===== src/rtl/i2s_tdm_rx_mc.sv =====
// Multi-lane TDM/I2S slave receiver: SCK/WS/SD are oversampled in the clk_i domain and
// every completed slot word (all lanes together) becomes one entry of a valid/ready FIFO.
module i2s_tdm_rx_mc #(
  parameter int N_LANES    = 2,
  parameter int N_SLOTS    = 8,
  parameter int MAX_WLEN   = 32,
  parameter int FIFO_DEPTH = 4
) (
  input  logic                        clk_i,
  input  logic                        rst_i,
  input  logic                        pad_sck_i,
  input  logic                        pad_ws_i,
  input  logic [N_LANES-1:0]          pad_sd_i,
  input  logic                        cfg_en_i,
  input  logic [$clog2(N_SLOTS)-1:0]  cfg_nslots_i,
  input  logic [$clog2(MAX_WLEN)-1:0] cfg_wlen_i,
  input  logic                        cfg_lsb_first_i,
  input  logic                        cfg_delay_i,
  input  logic                        cfg_clr_i,
  output logic [N_LANES*MAX_WLEN-1:0] data_o,
  output logic [$clog2(N_SLOTS)-1:0]  data_slot_o,
  output logic                        data_valid_o,
  input  logic                        data_ready_i,
  output logic                        overflow_o,
  output logic                        frame_err_o
);
  localparam int SW = $clog2(N_SLOTS);
  localparam int WW = $clog2(MAX_WLEN);
  localparam int PW = $clog2(FIFO_DEPTH);
  localparam int DW = N_LANES * MAX_WLEN;
  localparam logic [PW:0] FULL_CNT = (PW+1)'(FIFO_DEPTH);

  typedef enum logic [1:0] {ST_IDLE, ST_WAIT_FS, ST_RECV} state_t;

  logic sck_meta_q, sck_meta_d, sck_sync_q, sck_sync_d, sck_dly_q, sck_dly_d;
  logic ws_meta_q, ws_meta_d, ws_sync_q, ws_sync_d, ws_prev_q, ws_prev_d;
  logic [N_LANES-1:0] sd_meta_q, sd_meta_d, sd_sync_q, sd_sync_d;
  state_t state_q, state_d;
  logic [WW-1:0] bit_q, bit_d;
  logic [SW-1:0] slot_q, slot_d;
  logic [N_LANES-1:0][MAX_WLEN-1:0] shreg_q, shreg_d;
  logic push_q, push_d;
  logic [SW-1:0] push_slot_q, push_slot_d;
  logic [DW-1:0] mem_q [FIFO_DEPTH];
  logic [DW-1:0] mem_d [FIFO_DEPTH];
  logic [SW-1:0] mslot_q [FIFO_DEPTH];
  logic [SW-1:0] mslot_d [FIFO_DEPTH];
  logic [PW-1:0] wr_ptr_q, wr_ptr_d, rd_ptr_q, rd_ptr_d;
  logic [PW:0] count_q, count_d;
  logic overflow_q, overflow_d, frame_err_q, frame_err_d;
  logic sck_rise, ws_rise, sample, last_bit, pop, full, wr_en;
  logic [MAX_WLEN-1:0] base;

  // Pad synchronisers, edge detection and the slot/bit sequencer.
  always_comb begin
    sck_meta_d  = pad_sck_i;
    sck_sync_d  = sck_meta_q;
    sck_dly_d   = sck_sync_q;
    ws_meta_d   = pad_ws_i;
    ws_sync_d   = ws_meta_q;
    sd_meta_d   = pad_sd_i;
    sd_sync_d   = sd_meta_q;
    sck_rise    = sck_sync_q & ~sck_dly_q;
    ws_rise     = sck_rise & ws_sync_q & ~ws_prev_q;
    ws_prev_d   = sck_rise ? ws_sync_q : ws_prev_q;
    last_bit    = (bit_q == cfg_wlen_i) && (slot_q == cfg_nslots_i);
    state_d     = state_q;
    bit_d       = bit_q;
    slot_d      = slot_q;
    shreg_d     = shreg_q;
    push_d      = 1'b0;
    push_slot_d = push_slot_q;
    sample      = 1'b0;
    base        = '0;
    frame_err_d = cfg_clr_i ? 1'b0 : frame_err_q;

    if (!cfg_en_i) begin
      state_d = ST_IDLE;
    end else begin
      case (state_q)
        ST_IDLE: state_d = ST_WAIT_FS;
        ST_WAIT_FS: begin
          if (ws_rise) begin
            state_d = ST_RECV;
            slot_d  = '0;
            bit_d   = '0;
            sample  = ~cfg_delay_i;
          end
        end
        ST_RECV: begin
          if (ws_rise && !last_bit) begin
            frame_err_d = 1'b1;
            slot_d      = '0;
            bit_d       = '0;
            sample      = ~cfg_delay_i;
          end else if (sck_rise) begin
            sample = 1'b1;
          end
        end
        default: state_d = ST_IDLE;
      endcase
    end

    if (sample) begin
      // Bit 0 starts from a clean word so upper bits stay zero for short words.
      for (int l = 0; l < N_LANES; l++) begin
        base = (bit_d == '0) ? '0 : shreg_q[l];
        if (cfg_lsb_first_i) begin
          shreg_d[l]        = base;
          shreg_d[l][bit_d] = sd_sync_q[l];
        end else begin
          shreg_d[l] = {base[MAX_WLEN-2:0], sd_sync_q[l]};
        end
      end
      if (bit_d == cfg_wlen_i) begin
        push_d      = 1'b1;
        push_slot_d = slot_d;
        bit_d       = '0;
        if (slot_d == cfg_nslots_i) begin
          slot_d  = '0;
          state_d = ST_WAIT_FS;
        end else begin
          slot_d = slot_d + 1'b1;
        end
      end else begin
        bit_d = bit_d + 1'b1;
      end
    end
  end

  // Output FIFO: registered valid, no bypass; a full FIFO still accepts when popping.
  always_comb begin
    mem_d    = mem_q;
    mslot_d  = mslot_q;
    wr_ptr_d = wr_ptr_q;
    rd_ptr_d = rd_ptr_q;
    count_d  = count_q;
    pop      = (count_q != '0) & data_ready_i;
    full     = (count_q == FULL_CNT);
    wr_en    = push_q & (~full | pop);
    overflow_d = cfg_clr_i ? 1'b0 : overflow_q;
    if (push_q && full && !pop) overflow_d = 1'b1;
    if (wr_en) begin
      mem_d[wr_ptr_q]   = shreg_q;
      mslot_d[wr_ptr_q] = push_slot_q;
      wr_ptr_d          = wr_ptr_q + 1'b1;
    end
    if (pop) rd_ptr_d = rd_ptr_q + 1'b1;
    case ({wr_en, pop})
      2'b10:   count_d = count_q + 1'b1;
      2'b01:   count_d = count_q - 1'b1;
      default: count_d = count_q;
    endcase
  end

  always_ff @(posedge clk_i) begin
    if (rst_i) begin
      sck_meta_q  <= 1'b0;
      sck_sync_q  <= 1'b0;
      sck_dly_q   <= 1'b0;
      ws_meta_q   <= 1'b0;
      ws_sync_q   <= 1'b0;
      ws_prev_q   <= 1'b0;
      sd_meta_q   <= '0;
      sd_sync_q   <= '0;
      state_q     <= ST_IDLE;
      bit_q       <= '0;
      slot_q      <= '0;
      shreg_q     <= '0;
      push_q      <= 1'b0;
      push_slot_q <= '0;
      for (int i = 0; i < FIFO_DEPTH; i++) begin
        mem_q[i]   <= '0;
        mslot_q[i] <= '0;
      end
      wr_ptr_q    <= '0;
      rd_ptr_q    <= '0;
      count_q     <= '0;
      overflow_q  <= 1'b0;
      frame_err_q <= 1'b0;
    end else begin
      sck_meta_q  <= sck_meta_d;
      sck_sync_q  <= sck_sync_d;
      sck_dly_q   <= sck_dly_d;
      ws_meta_q   <= ws_meta_d;
      ws_sync_q   <= ws_sync_d;
      ws_prev_q   <= ws_prev_d;
      sd_meta_q   <= sd_meta_d;
      sd_sync_q   <= sd_sync_d;
      state_q     <= state_d;
      bit_q       <= bit_d;
      slot_q      <= slot_d;
      shreg_q     <= shreg_d;
      push_q      <= push_d;
      push_slot_q <= push_slot_d;
      mem_q       <= mem_d;
      mslot_q     <= mslot_d;
      wr_ptr_q    <= wr_ptr_d;
      rd_ptr_q    <= rd_ptr_d;
      count_q     <= count_d;
      overflow_q  <= overflow_d;
      frame_err_q <= frame_err_d;
    end
  end

  assign data_o       = mem_q[rd_ptr_q];
  assign data_slot_o  = mslot_q[rd_ptr_q];
  assign data_valid_o = (count_q != '0);
  assign overflow_o   = overflow_q;
  assign frame_err_o  = frame_err_q;

endmodule


===== config.mk =====
export PLATFORM = sky130hd
export DESIGN_NAME = i2s_tdm_rx_mc
export DESIGN_NICKNAME = d
export VERILOG_FILES = /design/src/rtl/i2s_tdm_rx_mc.sv
export SDC_FILE = /design/constraint.sdc
export NUM_CORES = 1
export LEC_CHECK = 0
export ABC_AREA = 1
export BUFFER_PORTS_ARGS = -buffer_cell sky130_fd_sc_hd__buf_2
export CAP_MARGIN = 0
export CORE_MARGIN = 1.5
export CORE_UTILIZATION = 40
export CTS_CLUSTER_DIAMETER = 150
export DETAILED_ROUTE_END_ITERATION = 10
export MAX_ROUTING_LAYER = met4
export PLACE_DENSITY = 0.62
export SLEW_MARGIN = 25
export SYNTH_ARGS = -nofsm -noshare
export SYNTH_HDL_FRONTEND = slang
export SYNTH_SLANG_ARGS = --single-unit

===== constraint.sdc =====
create_clock -name clk_i -period 7.6 [get_ports clk_i]
set_input_delay 0.38 -clock clk_i [delete_from_list [all_inputs] [get_ports clk_i]]
set_output_delay 0.38 -clock clk_i [all_outputs]
set_load 0.01 [all_outputs]

==> run metrics <==
status=finished, final reports clean; total gr overflow=0; H-tree depth=2; DRT Pass-1 Iters=7; DR vias=16.7k; Max Freq=262 MHz; DRC=0; Critical Path End Type=output pin; cell area power density=209 nW/um^2; Layout Nets=2430; RSZ-0062 raised after global routing=no; Area Overhead vs Synth=10.4%; Gate Count Post-Synth=2463; Synth Cell Area=16900 um^2; die width=209 um; die height=209 um; Post-synth EDFFs=0; gpl congestion=0.880; fin cells=2963; drt initial violations=1607; CTS Hold Buffers Added=0; synthesized flop and latch total=365; worst path required time=7.22 ns; Total Routed Length=53300 um; Util after Layout=44.7%; setup_tns=0 ns; FP Rows=75; n_diodes=0; Setup violations, final=0; top post-synthesis cells by area=dfxtp_1, a21oi_1, nand2_1; Initial Util=40.4%; syn avg cell area=6.87 um^2; TritonCTS clock tree=built; slowest CP cell=buf_4; Max transition margin=29.5%; Total GRT Usage=24.3%; post-CTS sizing=0; Final Cycle Share=50.2%; critical path buffer and inverter count=4; Wirelength per Cell=18.0 um; max-slew violation count=0; Netlist cell types=36; Synth async-reset ratio=0%; layout cell share with drive strength beyond 1=8.21%; slowest cell delay on critical path=0.74 ns; sequential fraction of the synthesis area=43.2%; Yosys Warn Count=0; Worst path most repeated cell=buf_4; vias in the first global route=15.2k; Arr. time, crit path=3.43 ns; cell count after placement=2893; first-pass GRT wire length=83900 um; CP top delay family=buffers and inverters; I/O pin cnt=89; crit path max fanout=70; die area=43600 um^2; DRT antenna net count=0; clock net sink count=365; TritonCTS Buffers=40; worst-margin pin slew=1.06 ns; pin count of the biggest net entering global routing=123; post-synth top area share=43.2%; clk root buf=clkbuf_16; Clk pin slew, worst setup/hold paths=0.06 ns; CP startpoint kind=flip-flop; P_leak=6.93 nW; initial antenna violation count=0; final hold violation count=0; MaxCap Viol Count=0; Max IR drop VDD=145 uV; top_reg_cell synth=dfxtp_1; WS Path Type=flip-flop to output pin; CORE AREA=41900 um^2; Setup Skew=0.0147 ns; Tmin final=3.81 ns; Worst-Skew Late Latency=0.55 ns; setup bufs post-CTS=0; clock buffer depth=3; net count after synthesis=2497; cell taking the most area after synthesis=dfxtp_1; Vias/cell=5.64; Hold WC Path Type=input port to flip-flop; IO buf count=88; HPWL after detailed placement=29600 um; CP cell instances=clkinv_2, buf_4, buf_4, o21ai_0, o22ai_1, buf_2
-- cell type report --
type | instances | area (um^2)
Tap cell | 539 | 674
Timing Repair Buffer | 106 | 596
Fill cell | 4257 | 23200
Sequential cell | 365 | 7310
Inverter | 125 | 477
Clock inverter | 13 | 97.6
Clock buffer | 57 | 1180
Multi-Input combinational cell | 1758 | 8350
-- layout by cell type, fill, tap and decap left out, types with 2 or more instances in the layout --
| cell | synthesis | final |
|---|---|---|
| a21oi_1 | 389 | 389 |
| a31oi_1 | 2 | 2 |
| buf_2 | 8 | 87 |
| buf_4 | 0 | 15 |
| buf_6 | 3 | 3 |
| clkbuf_1 | 171 | 9 |
| clkbuf_16 | 0 | 43 |
| clkbuf_8 | 0 | 6 |
| clkinv_2 | 0 | 11 |
| clkinvlp_4 | 0 | 3 |
| dfxtp_1 | 365 | 363 |
| dfxtp_4 | 0 | 2 |
| ha_1 | 14 | 10 |
| ha_2 | 0 | 4 |
| inv_1 | 120 | 117 |
| inv_2 | 3 | 4 |
| nand2_1 | 466 | 462 |
| nand2_4 | 1 | 5 |
| nand3_1 | 282 | 282 |
| nand3_4 | 2 | 2 |
| nand3b_1 | 2 | 2 |
| nand4_1 | 5 | 5 |
| nor2_1 | 185 | 185 |
| nor2_2 | 5 | 5 |
| nor3_1 | 3 | 3 |
| o21ai_0 | 298 | 298 |
| o21ai_1 | 19 | 19 |
| o22ai_1 | 67 | 67 |
| xnor2_1 | 3 | 3 |
| xor2_1 | 4 | 4 |
-- where the power goes --
part,internal [W],total [W],switching (W)
registers,0.00191,0.00192,0.00000247
clock network,0.00111,0.00191,0.000798
logic,0.0000143,0.0000714,0.0000571
-- sequential cells by signal, indices dropped and copies added (netlist names) --
register     cells
mem_q          256
shreg_q         64
mslot_q         12
bit_q            5
count_q          3
push_slot_q      3
slot_q           3
rd_ptr_q         2
sd_meta_q        2
sd_sync_q        2
state_q          2
wr_ptr_q         2
frame_err_o      1
overflow_o       1
push_q           1
sck_dly_d        1
sck_dly_q        1
sck_meta_q       1
ws_meta_q        1
ws_prev_q        1
ws_sync_q        1
-- worst paths after layout --
| kind | from | end | slack, ns | cells past startpoint |
|---|---|---|---|---|
| setup / recovery | rd_ptr_q[0]$_SDFFE_PP0P_ | data_o[32] | 3.79 | 6 |
| hold / removal | pad_sck_i | sck_meta_q$_SDFF_PP0_ | 0.04 | 3 |
| setup reg to reg | bit_q[2]$_SDFF_PP0_ | shreg_q[33]$_SDFFE_PP0P_ | 3.86 | 16 |
| hold reg to reg | sd_meta_q[0]$_SDFF_PP0_ | sd_sync_q[0]$_SDFF_PP0_ | 0.40 | 2 |
-- stage by stage --
| stage | power, W | hold WS (ns) | worst slack (ns) | cell area [um^2] |
|---|---|---|---|---|
| finish | 0.00390 | 0.0415 | 3.79 | 18700 |
| floorplan | 0.00201 | 0.388 | 5.18 | 16900 |
| global route | 0.00401 | 0.0530 | 3.40 | 18700 |
| detailed placement | 0.00203 | 0.394 | 3.87 | 17400 |
| CTS | 0.00393 | 0.0247 | 3.79 | 18700 |
| global placement | 0.00203 | 0.389 | 3.97 | 17400 |
-- synthesized netlist by cell type (4+ instances only) --
cell and n:
a21oi_1 389, buf_1 33, buf_2 8, clkbuf_1 171, dfxtp_1 365, ha_1 14
inv_1 120, nand2_1 466, nand3_1 282, nand4_1 5, nor2_1 185, nor2_2 5
o21ai_0 298, o21ai_1 19, o22ai_1 67, xor2_1 4
-- worst reg2reg max path, cell delays in order (launching register included) --
cell	delay [ns]
dfxtp_1	0.60
xnor2_1	0.17
nand2_1	0.07
nor2_1	0.08
nand2_1	0.10
nand2_1	0.07
nand2_1	0.05
nand2_1	0.57
nand2_1	0.27
ha_1	0.40
nand2_4	0.51
inv_2	0.24
nor2_1	0.19
nand2_1	0.06
o21ai_0	0.07
nand2_1	0.07
a21oi_1	0.16
-- metal layers --
layer / vias to the layer above / part of all wire [%] / GRT usage (%)
met5: - / 0 / -
met4: 0 / 2.5 / 8.62
met3: 95 / 6.2 / 2.87
met2: 554 / 47 / 38.4
met1: 7898 / 45 / 32.2
li1: 8160 / - / -
-- logic make-up after synthesis --
logic type,after synthesis,synth area share [%]
xor+xnor,8,0.458
compound gates,779,23.6
fa+ha+maj,15,1.15
buf+inv,340,7.73
flops,365,43.2
simple gates,956,23.9
No activity file was read; power rests on OpenSTA's default activity.
